===== config.mk =====
export PLATFORM = sky130hd
export DESIGN_NAME = shift_seq_ctrl
export DESIGN_NICKNAME = d
export VERILOG_FILES = /design/src/rtl/shift_seq_ctrl.sv
export SDC_FILE = /design/constraint.sdc
export NUM_CORES = 1
export LEC_CHECK = 0
export ABC_AREA = 1
export CORE_AREA = 2 2 112 114
export DETAILED_ROUTE_END_ITERATION = 12
export DIE_AREA = 0 0 114 116
export PLACE_DENSITY = 0.84
export SYNTH_ARGS = -nofsm -noshare
export SYNTH_HDL_FRONTEND = slang
export SYNTH_SLANG_ARGS = --single-unit

===== constraint.sdc =====
create_clock -name clock -period 3.4 [get_ports clock]
set_input_delay 0.85 -clock clock [delete_from_list [all_inputs] [get_ports clock]]
set_output_delay 0.85 -clock clock [all_outputs]
set_load 0.02 [all_outputs]

===== src/rtl/shift_seq_ctrl.sv =====
// Purpose    : stage-per-cycle shift sequencer (sll/sra/srl by 1/2/4/8/16) in place of a full barrel shifter.
// Latency    : popcount(shamt)+1 cycles from accept to result_valid (1 for shamt=0 or op=11), so 1..6.
// Backpressure: result is held in DONE until result_ready; start_ready stays low from accept to handshake.
//
// Ports:
//   clock, reset        rising-edge clock, synchronous active-low reset
//   start/start_ready   request handshake; op, data_in, shamt are latched on accept
//   result/result_valid/result_ready  result handshake; result holds its value afterwards
//   busy                high while an operation is in flight (SHIFT or DONE)
//   stage_cnt           stages applied for the current/last operation
module shift_seq_ctrl #(
  parameter int WIDTH   = 32,
  parameter int SHAMT_W = 5
) (
  input  logic               clock,
  input  logic               reset,
  input  logic               start,
  output logic               start_ready,
  input  logic [1:0]         op,
  input  logic [WIDTH-1:0]   data_in,
  input  logic [SHAMT_W-1:0] shamt,
  output logic [WIDTH-1:0]   result,
  output logic               result_valid,
  input  logic               result_ready,
  output logic               busy,
  output logic [2:0]         stage_cnt
);

  typedef enum logic [1:0] {
    S_IDLE,
    S_SHIFT,
    S_DONE
  } state_t;

  localparam logic [1:0] OP_SLL  = 2'b00;
  localparam logic [1:0] OP_SRA  = 2'b01;
  localparam logic [1:0] OP_SRL  = 2'b10;
  localparam logic [1:0] OP_PASS = 2'b11;

  state_t             state;
  logic [WIDTH-1:0]   acc;
  logic [SHAMT_W-1:0] rem;
  logic [1:0]         op_r;

  // One-hot of the highest set bit of rem. Numerically this is 2^k, which
  // is exactly the distance of the stage applied this cycle.
  logic [SHAMT_W-1:0] stage_amt;
  logic [SHAMT_W-1:0] rem_next;
  logic [WIDTH-1:0]   acc_next;

  always_comb begin
    stage_amt = '0;
    // Ascending scan: the last hit wins, leaving the most significant bit.
    for (int i = 0; i < SHAMT_W; i++) begin
      if (rem[i]) begin
        stage_amt    = '0;
        stage_amt[i] = 1'b1;
      end
    end
    rem_next = rem & ~stage_amt;
  end

  always_comb begin
    acc_next = acc;
    case (op_r)
      OP_SLL:  acc_next = acc << stage_amt;
      OP_SRA:  acc_next = $unsigned($signed(acc) >>> stage_amt);
      OP_SRL:  acc_next = acc >> stage_amt;
      default: acc_next = acc;
    endcase
  end

  always_ff @(posedge clock) begin
    if (!reset) begin
      state        <= S_IDLE;
      acc          <= '0;
      rem          <= '0;
      op_r         <= '0;
      stage_cnt    <= '0;
      result       <= '0;
      result_valid <= 1'b0;
      start_ready  <= 1'b1;
      busy         <= 1'b0;
    end else begin
      case (state)
        S_IDLE: begin
          if (start) begin
            acc         <= data_in;
            rem         <= shamt;
            op_r        <= op;
            stage_cnt   <= '0;
            start_ready <= 1'b0;
            busy        <= 1'b1;
            // Nothing to shift: present the operand directly next cycle.
            if (shamt == '0 || op == OP_PASS) begin
              state        <= S_DONE;
              result       <= data_in;
              result_valid <= 1'b1;
            end else begin
              state <= S_SHIFT;
            end
          end
        end

        S_SHIFT: begin
          acc       <= acc_next;
          rem       <= rem_next;
          stage_cnt <= stage_cnt + 3'd1;
          if (rem_next == '0) begin
            state        <= S_DONE;
            result       <= acc_next;
            result_valid <= 1'b1;
          end
        end

        S_DONE: begin
          if (result_ready) begin
            state        <= S_IDLE;
            result_valid <= 1'b0;
            busy         <= 1'b0;
            start_ready  <= 1'b1;
          end
        end

        default: state <= S_IDLE;
      endcase
    end
  end

endmodule


==> run_summary.xml <==
<?xml version="1.0" encoding="UTF-8"?>
<metrics>
  <group name="run_status">
    <metric name="run_status" unit="">finished clean</metric>
  </group>
  <group name="timing">
    <metric name="setup_violations" unit="">0</metric>
    <metric name="drv_slew" unit="">0</metric>
    <metric name="layout_min_cycle_time" unit="ns">2.904</metric>
    <metric name="hold_viol" unit="">0</metric>
    <metric name="rsz0062_at_grt" unit="">false</metric>
    <metric name="fin_crit_sh" unit="%">85.42</metric>
    <metric name="timing_worst_slew_pin_value" unit="ns">0.6896</metric>
    <metric name="max_freq" unit="MHz">344.3</metric>
    <metric name="final.setup.tns" unit="ns">0</metric>
    <metric name="max-slew-margin-rel" unit="%">53.54</metric>
    <metric name="skew" unit="ns">0.009522</metric>
  </group>
  <group name="logic_synthesis">
    <metric name="post_synth_main_area_contributors" unit="">sky130_fd_sc_hd__nand2_1 (23%), sky130_fd_sc_hd__dfxtp_1 (22%), sky130_fd_sc_hd__nand3_1 (20%)</metric>
    <metric name="synth_largest_area_cell" unit="">sky130_fd_sc_hd__nand2_1</metric>
    <metric name="post_synth_most_frequent_cells" unit="">sky130_fd_sc_hd__nand2_1 (431), sky130_fd_sc_hd__nand3_1 (283), sky130_fd_sc_hd__inv_1 (124)</metric>
    <metric name="most_numerous_cell_in_the_yosys_netlist" unit="">sky130_fd_sc_hd__nand2_1</metric>
    <metric name="number_of_storage_elements_in_the_synthesis_netlist" unit="">79</metric>
    <metric name="synth_largest_type_area_fraction" unit="%">22.73</metric>
    <metric name="ys.flop_type" unit="">sky130_fd_sc_hd__dfxtp_1</metric>
    <metric name="post_synth.cell_area_avg" unit="um^2">5.425</metric>
    <metric name="synthCells" unit="">1312</metric>
    <metric name="synth.cell_area" unit="um^2">7118</metric>
    <metric name="seq_area_frac_synth" unit="%">22.22</metric>
    <metric name="postSynth.asyncResetShare" unit="%">0</metric>
    <metric name="count_of_synthesis_stage_warnings_from_yosys" unit="">0</metric>
    <metric name="synth.lib_cells_used.distinct" unit="">36</metric>
    <metric name="synth-edff-count" unit="">0</metric>
    <metric name="net_count_after_synthesis" unit="">1356</metric>
  </group>
  <group name="layout">
    <metric name="syn2layout_area_growth" unit="%">15.86</metric>
    <metric name="antenna_cells" unit="">0</metric>
    <metric name="final-seq-area" unit="um^2">1582</metric>
    <metric name="fraction_of_layout_instances_using_a_drive_strength_above_1" unit="%">5.302</metric>
    <metric name="fin_nets" unit="">1397</metric>
    <metric name="layout.filler_cells" unit="">1101</metric>
    <metric name="area_taken_by_multi_input_logic_gates" unit="um^2">4598</metric>
  </group>
  <group name="power">
    <metric name="psw" unit="W">0.006456</metric>
    <metric name="fin_total_pwr" unit="W">0.01099</metric>
    <metric name="vdd_drop_max" unit="uV">663.5</metric>
    <metric name="switching_share" unit="%">58.73</metric>
    <metric name="p_clk_share" unit="%">9.3</metric>
    <metric name="seq_pwr_share" unit="%">15.2</metric>
    <metric name="p_int" unit="W">0.004537</metric>
    <metric name="p_comb_share" unit="%">75.5</metric>
    <metric name="p_per_area" unit="nW/um^2">1333</metric>
    <metric name="power_leakage" unit="nW">4.354</metric>
  </group>
  <group name="critical_path">
    <metric name="critical_path.max_fanout" unit="">31</metric>
    <metric name="critical_path_required" unit="ns">3.65</metric>
    <metric name="critPathArrivalTime" unit="ns">3.15</metric>
    <metric name="setup.worst_path.start" unit="">rem[3]</metric>
    <metric name="crit_top_cell" unit="">sky130_fd_sc_hd__nand2_1</metric>
    <metric name="endpoint_kind" unit="">flop</metric>
    <metric name="critPathKind" unit="">flop to flop</metric>
    <metric name="max_stage_delay" unit="ns">0.57</metric>
    <metric name="cpMaxStageDelayCell" unit="">sky130_fd_sc_hd__dfxtp_1</metric>
    <metric name="critical_path_cell_sequence" unit="">inv_2 &gt; nand2_2 &gt; nor2_4 &gt; buf_4 &gt; a21oi_1 &gt; nand2_1 &gt; a31oi_1 &gt; nand2_1 &gt; nand2_1 &gt; nand3_1 &gt; nand2_1 &gt; inv_1</metric>
    <metric name="setup.worst_path.start_class" unit="">flop</metric>
    <metric name="r2r-start" unit="">rem[3]</metric>
  </group>
  <group name="die">
    <metric name="die_y" unit="um">116</metric>
    <metric name="initial_utilization" unit="%">59.76</metric>
    <metric name="dieArea" unit="um^2">13220</metric>
    <metric name="number_of_i_o_pins" unit="">81</metric>
    <metric name="num_rows" unit="">40</metric>
    <metric name="floorplan.core_area" unit="um^2">11910</metric>
    <metric name="die-width" unit="um">114</metric>
  </group>
  <group name="grt">
    <metric name="grt_max_degree" unit="">62</metric>
    <metric name="overflow" unit="">0</metric>
    <metric name="first_global_vias" unit="">8447</metric>
    <metric name="grt_antenna_before_repair" unit="">0</metric>
    <metric name="global_route_wire_length_before_repair" unit="mm">44.38</metric>
    <metric name="groute.usage.overall" unit="%">43.02</metric>
  </group>
  <group name="placement">
    <metric name="globalplace.congestion" unit="">1.062</metric>
    <metric name="dp.final_hpwl" unit="mm">20.85</metric>
    <metric name="port_buffers" unit="">80</metric>
  </group>
  <group name="drt">
    <metric name="detailedRoute.firstIterationViolations" unit="">1716</metric>
    <metric name="drt-wirelength-per-cell" unit="um">19.01</metric>
    <metric name="routed_via_density" unit="">6.261</metric>
    <metric name="drt_drc_violations_left" unit="">0</metric>
    <metric name="ant_nets" unit="">0</metric>
    <metric name="detailroute.via_count" unit="">9423</metric>
    <metric name="first_pass_iters" unit="">7</metric>
    <metric name="drt-total-wl" unit="mm">28.61</metric>
  </group>
  <group name="cts">
    <metric name="root_driver" unit="">sky130_fd_sc_hd__clkbuf_16</metric>
    <metric name="cts_buffers" unit="">9</metric>
    <metric name="max-clock-path-buffers" unit="">2</metric>
    <metric name="cells_resized_by_post_cts_repair" unit="">0</metric>
    <metric name="ctsHtreeMaxLevel" unit="">3</metric>
    <metric name="cts.clk_slew.worst_paths" unit="ns">0.06</metric>
    <metric name="numClockSinks" unit="">79</metric>
    <metric name="cts_setup_buffers" unit="">0</metric>
    <metric name="clock_tree_from_tritoncts" unit="">built</metric>
    <metric name="clk_latency" unit="ns">0.35</metric>
    <metric name="cts_hold_buf" unit="">0</metric>
  </group>
  <group name="min_path">
    <metric name="holdCritPathClass" unit="">flop to flop</metric>
    <metric name="timing.hold.worst.start" unit="">result_valid</metric>
  </group>
  <group name="flow_run">
    <metric name="max-cap-violations" unit="">0</metric>
  </group>
</metrics>
==> registers in the layout (all words and copies together) (netlist names) <==
signal / flops
result_valid: 1
stage_cnt: 3
rem: 5
acc: 32
op_r: 2
busy: 1
result: 32
start_ready: 1
state: 2
==> cell usage in the layout, fill, tap and decap left out, drive strengths merged, types with 3 or more instances in the layout <==
master	instances
nor2	105
nand4	21
clkdlybuf4s50	80
nand3	286
dfxtp	79
a31oi	4
buf	27
inv	138
clkbuf	11
o21ai	43
nor3	4
a21oi	102
o22ai	3
nand2	434
o211ai	7
==> power by group through the flow <==
stage,Clock [W],Sequential (W),Combinational [W]
global route,0.00106,0.00169,0.00902
finish,0.00103,0.00167,0.00830
global placement,0,0.00164,0.00784
detailed placement,0,0.00165,0.00793
floorplan,0,0.00182,0.00545
CTS,0.00103,0.00164,0.00801
==> critical path: cells and delay by family, from the launching register on <==
family / cells / cell delay, ns
compound gates: 2 / 0.80
simple gates: 7 / 0.90
buf+inv: 3 / 0.52
flops: 1 / 0.57
==> path summary, 6_finish.rpt <==
path                  endpoint  slack (ns)  depth (start not counted)
setup / recovery       acc[13]        0.50                         12
hold / removal    result_valid        0.48                          2
setup reg to reg       acc[13]        0.50                         12
hold reg to reg   result_valid        0.48                          2
==> layer usage <==
metal	routed length, um	track usage [%]
met1	11480	59.83
met2	12040	64.60
met3	3819	8.211
met4	1273	19.67
met5	0	0
==> cell type report <==
type / count / share of cell area, %
multi-input cells: 1019 / 55.76
flip-flops and latches: 79 / 19.18
repair buffers: 107 / 12.77
inverters: 137 / 6.236
clock buffers: 11 / 3.065
well taps: 147 / 2.230
clock inverters: 5 / 0.7586
==> cells by family (layout without fill, tap and decap cells) <==
family	Yosys count	in the layout	share of synthesized area, %
buf+inv	214	260	13.18
fa+ha+maj	1	1	0.1757
simple gates	855	855	52.22
compound gates	163	163	12.20
flops	79	79	22.22
==> metrics by stage <==
step	std cells	util (%)	setup WS (ns)	cell area, um^2	hold WS (ns)
after floorplan	1312	-	1.413	7118	0.5017
after global placement	1489	66.59	0.6307	7931	0.4551
after detailed placement	1489	66.59	0.5261	7931	0.4614
after CTS	1505	69.23	0.6139	8247	0.4741
after global routing	1505	69.23	0.3822	8247	0.4873
final	1505	69.23	0.4957	8247	0.4789
No activity file was read; power rests on OpenSTA's default activity.
